--- config.mk ---
export PLATFORM = sky130hd
export DESIGN_NAME = neuron_mac
export DESIGN_NICKNAME = d
export VERILOG_FILES = /design/src/rtl/neuron_pkg.sv /design/src/rtl/neuron_mac_shift_add_mul.sv /design/src/rtl/neuron_mac.sv
export SDC_FILE = /design/constraint.sdc
export NUM_CORES = 1
export LEC_CHECK = 0
export BUFFER_PORTS_ARGS = -buffer_cell sky130_fd_sc_hd__buf_4
export CORE_UTILIZATION = 50
export DETAILED_ROUTE_END_ITERATION = 16
export GPL_TIMING_DRIVEN = 0
export MAX_ROUTING_LAYER = met4
export PLACE_DENSITY = 0.7
export SETUP_SLACK_MARGIN = 0.02
export SYNTH_ARGS = -nofsm -noshare
export SYNTH_HDL_FRONTEND = slang
export SYNTH_SLANG_ARGS = --single-unit
--- constraint.sdc ---
create_clock -name clk -period 4.05 [get_ports clk]
set_input_delay 0 -clock clk [delete_from_list [all_inputs] [get_ports clk]]
set_output_delay 0 -clock clk [all_outputs]
set_load 0.05 [all_outputs]
--- src/rtl/neuron_pkg.sv ---
// Shared types and arithmetic helpers for the neuron_mac stage.
// Helpers work on a wide signed value so callers of any width share them.
package neuron_pkg;

    typedef enum logic [1:0] {
        ST_IDLE = 2'd0,
        ST_MUL  = 2'd1,
        ST_ACC  = 2'd2,
        ST_OUT  = 2'd3
    } state_t;

    localparam int DEF_DATA_W = 8;
    localparam int DEF_ACC_W  = 20;
    localparam int DEF_FRAC   = 0;
    localparam int PROD_W     = 2 * DEF_DATA_W;
    localparam int CNT_W      = $clog2(DEF_DATA_W);
    localparam int WIDE_W     = 64;

    // Clamp a wide signed sum into the signed range of an acc_w-bit accumulator.
    function automatic logic signed [WIDE_W-1:0] sat_acc(
        input logic signed [WIDE_W-1:0] sum,
        input int                       acc_w
    );
        logic signed [WIDE_W-1:0] hi_s;
        logic signed [WIDE_W-1:0] lo_s;
        hi_s = (64'sd1 <<< (acc_w - 1)) - 64'sd1;
        lo_s = -(64'sd1 <<< (acc_w - 1));
        if (sum > hi_s) begin
            return hi_s;
        end else if (sum < lo_s) begin
            return lo_s;
        end else begin
            return sum;
        end
    endfunction

    // ReLU, arithmetic right shift by frac, then clamp to the positive data_w range.
    function automatic logic [WIDE_W-1:0] relu_clamp(
        input logic signed [WIDE_W-1:0] acc,
        input int                       frac,
        input int                       data_w
    );
        logic signed [WIDE_W-1:0] shifted_s;
        logic signed [WIDE_W-1:0] max_s;
        shifted_s = acc >>> frac;
        max_s     = (64'sd1 <<< (data_w - 1)) - 64'sd1;
        if (acc <= 64'sd0) begin
            return {WIDE_W{1'b0}};
        end else if (shifted_s > max_s) begin
            return max_s;
        end else begin
            return shifted_s;
        end
    endfunction

endpackage

--- src/rtl/neuron_mac_shift_add_mul.sv ---
// Bit-serial signed multiplier: one multiplier bit per cycle, LSB first,
// with the MSB weighted negatively so the two's-complement product is exact.
module shift_add_mul
    import neuron_pkg::*;
#(
    parameter int DATA_W = DEF_DATA_W
) (
    input  logic                  clk,
    input  logic                  rst,
    input  logic                  start,
    input  logic [DATA_W-1:0]     x,
    input  logic [DATA_W-1:0]     w,
    output logic                  done,
    output logic [2*DATA_W-1:0]   product
);

    localparam int MUL_W = 2 * DATA_W;
    localparam int CTR_W = $clog2(DATA_W);

    logic [MUL_W-1:0]  mcand_r;
    logic [MUL_W-1:0]  product_r;
    logic [DATA_W-1:0] mplier_r;
    logic [CTR_W-1:0]  cnt_r;
    logic              run_r;
    logic [MUL_W-1:0]  term_s;
    logic              last_bit_s;

    // Shifted partial product and last-bit decode for the current counter value.
    always_comb begin
        term_s     = mcand_r << cnt_r;
        last_bit_s = (cnt_r == CTR_W'(DATA_W - 1));
    end

    // Operand capture on start, then one add (or final subtract) per cycle.
    always_ff @(posedge clk) begin
        if (rst) begin
            mcand_r   <= {MUL_W{1'b0}};
            product_r <= {MUL_W{1'b0}};
            mplier_r  <= {DATA_W{1'b0}};
            cnt_r     <= {CTR_W{1'b0}};
            run_r     <= 1'b0;
        end else if (start) begin
            mcand_r   <= {{DATA_W{x[DATA_W-1]}}, x};
            mplier_r  <= w;
            product_r <= {MUL_W{1'b0}};
            cnt_r     <= {CTR_W{1'b0}};
            run_r     <= 1'b1;
        end else if (run_r) begin
            if (mplier_r[cnt_r]) begin
                if (last_bit_s) begin
                    product_r <= product_r - term_s;
                end else begin
                    product_r <= product_r + term_s;
                end
            end
            if (last_bit_s) begin
                run_r <= 1'b0;
            end else begin
                cnt_r <= cnt_r + CTR_W'(1);
            end
        end
    end

    assign done    = run_r & last_bit_s;
    assign product = product_r;

endmodule

--- src/rtl/neuron_mac.sv ---
// Sequential MAC neuron: serial multiply, saturating accumulate, and on the
// last pair of a vector a ReLU/shift/clamp result offered over valid/ready.
module neuron_mac
    import neuron_pkg::*;
#(
    parameter int DATA_W = DEF_DATA_W,
    parameter int ACC_W  = DEF_ACC_W,
    parameter int FRAC   = DEF_FRAC
) (
    input  logic              clk,
    input  logic              rst,
    input  logic              in_valid,
    output logic              in_ready,
    input  logic [DATA_W-1:0] x,
    input  logic [DATA_W-1:0] w,
    input  logic              in_last,
    output logic              out_valid,
    input  logic              out_ready,
    output logic [DATA_W-1:0] y,
    output logic              busy
);

    state_t              state_r;
    logic                last_r;
    logic [ACC_W-1:0]    acc_r;
    logic [DATA_W-1:0]   y_r;
    logic                in_ready_r;
    logic                out_valid_r;
    logic                busy_r;
    logic                start_s;
    logic                mul_done_s;
    logic [2*DATA_W-1:0] product_s;
    logic [ACC_W-1:0]    acc_sat_s;
    logic [DATA_W-1:0]   y_next_s;

    shift_add_mul #(.DATA_W(DATA_W)) u_mul (
        .clk     (clk),
        .rst     (rst),
        .start   (start_s),
        .x       (x),
        .w       (w),
        .done    (mul_done_s),
        .product (product_s)
    );

    // Input handshake, next accumulator value and the formatted output byte.
    always_comb begin
        start_s   = in_ready_r & in_valid;
        acc_sat_s = ACC_W'(sat_acc(WIDE_W'($signed(acc_r)) + WIDE_W'($signed(product_s)), ACC_W));
        y_next_s  = DATA_W'(relu_clamp(WIDE_W'($signed(acc_sat_s)), FRAC, DATA_W));
    end

    // Control FSM with registered handshake and status outputs.
    always_ff @(posedge clk) begin
        if (rst) begin
            state_r     <= ST_IDLE;
            last_r      <= 1'b0;
            acc_r       <= {ACC_W{1'b0}};
            y_r         <= {DATA_W{1'b0}};
            in_ready_r  <= 1'b1;
            out_valid_r <= 1'b0;
            busy_r      <= 1'b0;
        end else begin
            case (state_r)
                ST_IDLE: begin
                    if (start_s) begin
                        last_r     <= in_last;
                        state_r    <= ST_MUL;
                        in_ready_r <= 1'b0;
                        busy_r     <= 1'b1;
                    end
                end
                ST_MUL: begin
                    if (mul_done_s) begin
                        state_r <= ST_ACC;
                    end
                end
                ST_ACC: begin
                    acc_r <= acc_sat_s;
                    if (last_r) begin
                        state_r     <= ST_OUT;
                        y_r         <= y_next_s;
                        out_valid_r <= 1'b1;
                    end else begin
                        state_r    <= ST_IDLE;
                        in_ready_r <= 1'b1;
                        busy_r     <= 1'b0;
                    end
                end
                ST_OUT: begin
                    // The vector is complete once the byte is taken; start a fresh sum.
                    if (out_ready) begin
                        acc_r       <= {ACC_W{1'b0}};
                        out_valid_r <= 1'b0;
                        state_r     <= ST_IDLE;
                        in_ready_r  <= 1'b1;
                        busy_r      <= 1'b0;
                    end
                end
                default: begin
                    state_r     <= ST_IDLE;
                    acc_r       <= {ACC_W{1'b0}};
                    in_ready_r  <= 1'b1;
                    out_valid_r <= 1'b0;
                    busy_r      <= 1'b0;
                end
            endcase
        end
    end

    assign in_ready  = in_ready_r;
    assign out_valid = out_valid_r;
    assign y         = y_r;
    assign busy      = busy_r;

endmodule
==> results of run 1 <==
## stage by stage
step | power [uW] | TNS (ns)
after floorplan | 1620 | 0
after global placement | 1810 | -1.47
after detailed placement | 1840 | -2.13
after CTS | 2490 | 0
after global routing | 2770 | -0.0701
final | 2620 | 0
## cells in the final DEF (no fill, tap or decap), drive strengths merged, types with 6 or more instances in the layout
cell type,instances
a21o,13
a21oi,61
a22o,22
and2,6
buf,62
clkbuf,32
dfxtp,70
dlygate4sd3,19
ha,38
inv,25
mux2,9
mux2i,16
nand2,73
nand2b,9
nand3,9
nor2,75
nor3,18
o21a,13
o21ai,39
o31ai,9
or3,10
xnor2,18
xor2,20
## report_power, final
group	total, uW	switching (uW)	internal, uW	leakage (uW)
Combinational	1230	686	548	0.00213
Clock	594	279	315	0.000102
Sequential	792	48.9	743	0.000570
Total	2620	1010	1610	0.00280
## flip-flops by register name, indices dropped and copies added (netlist names)
signal and count:
u_mul.cnt_r 3, last_r 1, state_r 2, u_mul.mplier_r 8, acc_r 20, y 8
u_mul.product 16, u_mul.run_r 1, busy 1, in_ready 1, out_valid 1, u_mul.mcand_r 8
## critical path, cell delays in order (launching register included)
cell and delay (ns):
dfxtp_4 0.38, buf_8 0.13, clkbuf_2 0.15, mux2_2 0.37, o32ai_4 0.32, o21a_1 0.17
and3_2 0.22, nor2_2 0.05, xor2_1 0.15, ha_1 0.35, o2111a_1 0.22, o31a_1 0.26
nor3_4 0.09, o31ai_4 0.28, o41ai_2 0.10, xor2_1 0.20, or3_1 0.37, a21oi_1 0.13
## metal layers
metal / up-vias / share of wire [%] / global-route usage [%]
li1: 2591 / - / -
met1: 2461 / 47 / 33.6
met2: 134 / 47 / 42.3
met3: 22 / 4.3 / 4.70
met4: 0 / 1.6 / 9.23
met5: - / 0 / -
## worst max-delay path by stage
stage	cells after the start	to	from
3_5_place_dp	16	u_mul.product[15]$_SDFFE_PP0P_	u_mul.cnt_r[2]$_SDFFE_PP0P_
2_1_floorplan	16	u_mul.product[15]$_SDFFE_PP0P_	u_mul.cnt_r[2]$_SDFFE_PP0P_
3_3_place_gp	16	u_mul.product[15]$_SDFFE_PP0P_	u_mul.cnt_r[2]$_SDFFE_PP0P_
5_1_grt	16	u_mul.product[15]$_SDFFE_PP0P_	u_mul.cnt_r[1]$_SDFFE_PP0P_
6_report	17	u_mul.product[15]$_SDFFE_PP0P_	u_mul.cnt_r[0]$_SDFFE_PP0P_
4_1_cts	17	u_mul.product[15]$_SDFFE_PP0P_	u_mul.cnt_r[0]$_SDFFE_PP0P_
## what timing repair did
action	4_1_cts	5_1_grt
resized for setup	29	42
setup buffers	1	17
hold buffers	19	0
pin swaps	5	24
endpoints found under the hold margin	19	0
setup endpoints to repair	8	3
## area by class of cell
class | count | share of cell area (%)
multi-input combinational | 541 | 59.4
sequential | 70 | 21.4
timing repair buffer | 68 | 8.43
buffer | 34 | 3.68
tap | 136 | 2.58
clock buffer | 12 | 2.36
inverter | 25 | 1.42
clock inverter | 3 | 0.665
## kinds of logic after synthesis
kind of cell             count (synthesis)
flip-flops                              70
adder cells (fa/ha/maj)                 40
AO/OA/AOI/OAI                          205
XOR/XNOR                                38
buffers and inverters                   60
multiplexers                            29
AND/OR/NAND/NOR                        229
==> metrics.txt, run 1 <==
Crit Path Category=register to register; Tcrit/Tclk final=98.6%; GP Congestion=0.901; full die area=11200 sq um; EDFF count, synth=0; initial antenna violation count=0; ANT nets after route=0; Max-Cap Viols=0; number of global-route vias before repair=4813; RR Startpoint=u_mul.cnt_r[0]$_SDFFE_PP0P_; first-pass GRT wire length=22.8 mm; synthesized area per cell=8.04 sq um; main combinational cell family by area after synthesis=compound AO/OA/AOI/OAI gates; routed vias=5208; starting density of the core=52.0%; CTS tree=yes; adder-cell share of the synthesized area=9.55%; Slew HR=53.1%; Post-Syn Area=5400 sq um; footprint of the multi-input gates=3920 sq um; Post-DP Area=5800 sq um; Worst Path Arrival=4.30 ns; Seq/Total Area, Yosys=26.0%; synth warn=0; synth cell count leaders=nor2_1 (74), nand2_1 (73), dfxtp_1 (70); Total GRT Usage=26.5%; # nets final=810; Tmin final=3.99 ns; PortBufs=31; reg2reg end=u_mul.product[15]$_SDFFE_PP0P_; Final Hold Viols=0; reg2reg setup slack=0.06 ns; CP required=4.35 ns; FF+latch count, synth=70; Hold Path Stages=4; Routed wire per std cell=16.2 microns; Core Region=10400 sq um; Clk Latency, worst-skew pair=0.37 ns; layout cells sized above 1=19.1%; post-synthesis compound-gate area fraction=26.7%; R2R cell count=17; Final Worst Setup Slack=0.0556 ns; Hold Slack=0.0541 ns; Placed Cells=838; DRC viols=0; # fillers=896; WHS Endpoint=state_r[0]$_SDFFE_PP0P_; initial drt markers=299; synthesized net count=732; 1st-pass router iterations=5; top cell type by total area after synthesis=dfxtp_1; hold wc startpoint=out_ready; total global routing overflow=0; mux cell area share after synthesis=6.52%; area delta synth->final=22.1%; Leak Pwr=0.00280 uW; final WL=14.4 mm; area share of and/or/nand/nor cells after synthesis=20.0%; non-filler cells, final=889; Worst-path clk slew=0.08 ns; critical path endpoint category=register; largest net degree at the start of global routing=12; Diodes inserted=0; CP Max Fanout=6; clock skew=0.0157 ns; total CTS buffers=9; crit start category=register; Worst-Margin Slew=0.701 ns; # rows=37; Hold Crit Class=primary input to register; power per standard cell area=398 nW/um^2; prevailing post-synth register cell=dfxtp_1; hpwl dp=10.2 mm; final core occ=63.5%; count leader, synth=nor2_1; H-tree levels=3; clk sinks=70; root buffer cell=clkbuf_8; ys async rst share=0%; io pins=32; clock tree buffer depth=2; Design Area, Final=6590 sq um; post-synthesis instance total=671; Yosys top cell area share=26.0%; Synth Area in XOR/XNOR=6.17%; overall die height=106 microns; pre-CTS setup slack=-0.604 ns; Final Slew Violations=0; unrepaired setup endpoints after global routing=yes; fmax=0.250 GHz; top post-synthesis cells by area=dfxtp_1 (26%), ha_1 (8.8%), a21oi_1 (5.5%), nor2_1 (5.1%), nand2_1 (5.1%); FF/Latch Area=1410 sq um; Cell variety after synth=71; final setup violating endpoints=0; status=finished clean; Vias/cell=5.86; die outline width=106 microns; Max IR drop VDD=0.000331 V
Note: power is estimated with default switching activity, not from simulation.
==> inputs of run 2 (changes only) <==
- GPL_TIMING_DRIVEN: 0 -> unset
- SETUP_SLACK_MARGIN: 0.02 -> 0.2
==> metrics.txt, run 2 (synthesis results as in run 1) <==
hpwl dp=9.46 mm; ANT nets after route=0; starting density of the core=52.0%; Final Hold Viols=0; clk sinks=70; # nets final=784; power per standard cell area=413 nW/um^2; 1st-pass router iterations=5; H-tree levels=3; CTS tree=yes; footprint of the multi-input gates=3890 sq um; CP required=4.34 ns; final WL=13.4 mm; Routed wire per std cell=15.6 microns; # rows=37; Max-Cap Viols=0; first-pass GRT wire length=21.9 mm; reg2reg end=u_mul.product[15]$_SDFFE_PP0P_; Total GRT Usage=24.9%; Hold Crit Class=primary input to register; largest net degree at the start of global routing=30; most common cell after layout, fill and taps aside=nor2_1; unrepaired setup endpoints after global routing=yes; FF/Latch Area=1410 sq um; root buffer cell=clkbuf_8; fmax=0.261 GHz; initial antenna violation count=0; PortBufs=31; Worst-Margin Slew=0.943 ns; # fillers=884; Final Slew Violations=0; crit path to=u_mul.product[15]$_SDFFE_PP0P_; total CTS buffers=9; Clk Latency, worst-skew pair=0.37 ns; clock skew=0.0141 ns; area delta synth->final=18.9%; Core Region=10400 sq um; Slew HR=37.0%; Placed Cells=820; Max IR drop VDD=0.000424 V; non-filler cells, final=864; Tmin final=3.84 ns; clock tree buffer depth=2; initial drt markers=245; Leak Pwr=0.00274 uW; max reg flops=20; most frequent cells in the layout=nor2_1 (74), nand2_1 (72), dfxtp_1 (68); RR Startpoint=u_mul.cnt_r[1]$_SDFFE_PP0P_; crit start category=register; largest register by flop count=acc_r; Diodes inserted=0; reg2reg setup slack=0.21 ns; layout cells sized above 1=18.0%; DRC viols=0; total global routing overflow=0; die outline width=106 microns; GP Congestion=0.904; full die area=11200 sq um; Crit Path Category=register to register; status=finished clean; number of global-route vias before repair=4663; overall die height=106 microns; Tcrit/Tclk final=94.7%; routed vias=5038; Worst Path Arrival=4.13 ns; Worst-path clk slew=0.09 ns; R2R cell count=16; final setup TNS=0 ns; final setup violating endpoints=0; io pins=32; critical path endpoint category=register; Vias/cell=5.83; crit path from=u_mul.cnt_r[1]$_SDFFE_PP0P_; CP Max Fanout=5
[run 2: stage by stage]
step           instance area (sq um)  hold slack (ns)  worst slack [ns]  util (%)  power, uW
2_1_floorplan                   5410            0.133             0.201         -       1620
3_3_place_gp                    5750            0.247             0.114      55.4       1820
3_5_place_dp                    5750            0.247           -0.0678      55.4       1850
4_1_cts                         6190           0.0220             0.180      59.7       2550
5_1_grt                         6410           0.0594          0.000148      61.8       2810
6_report                        6410           0.0306             0.214      61.8       2650
[run 2: where the power goes]
part | internal, uW | switching, uW | total (uW)
logic | 519 | 646 | 1170
registers | 742 | 68.3 | 811
clock network | 384 | 290 | 675
total | 1650 | 1000 | 2650
[run 2: what timing repair did]
item | 4_1_cts | 5_1_grt
buffers inserted | 0 | 9
resized for setup | 7 | 33
setup endpoints to repair | 5 | 6
endpoints found under the hold margin | 19 | 0
hold buffers | 19 | 0
pin swaps | 2 | 18
[run 2: routing by layer]
metal  wire length, microns  track usage, %  up-vias  share of wire (%)
met1                   6320            32.5     2364                 47
met3                    530            3.71       25                3.9
li1                       -               -     2530                  -
met2                   6340            39.1      119                 47
met4                    248            9.03        0                1.8
met5                      0               -        -                  0
[run 2: layout make-up]
type                            count  area share [%]
Timing Repair Buffer               76            9.70
Inverter                           25            1.46
Clock buffer                       12            2.42
Clock inverter                      4            1.21
Tap cell                          136            2.65
Sequential cell                    70            22.0
Multi-Input combinational cell    541            60.6
[run 2: worst min path at each step]
stage	start	to	slack (ns)	cells after the start
global route	out_ready	out_valid$_SDFFE_PP0P_	0.06	4
CTS	out_ready	out_valid$_SDFFE_PP0P_	0.02	4
finish	out_ready	out_valid$_SDFFE_PP0P_	0.03	4
global placement	w[5]	u_mul.mplier_r[5]$_SDFFE_PP0P_	0.25	3
floorplan	x[0]	u_mul.mcand_r[0]$_SDFFE_PP0P_	0.13	2
detailed placement	in_last	last_r$_SDFFE_PP0P_	0.25	3
[run 2: critical path, cell delays in order (launching register included)]
cell	delay [ns]
dfxtp_4	0.38
mux2_4	0.31
mux2_4	0.31
o41ai_4	0.41
nand2_2	0.15
nor3_4	0.23
a21oi_2	0.08
xor2_1	0.14
a21oi_1	0.14
ha_1	0.28
and2_4	0.18
o21ai_4	0.17
o31ai_4	0.10
o41ai_2	0.33
xor2_1	0.12
or3_1	0.33
a21oi_1	0.12
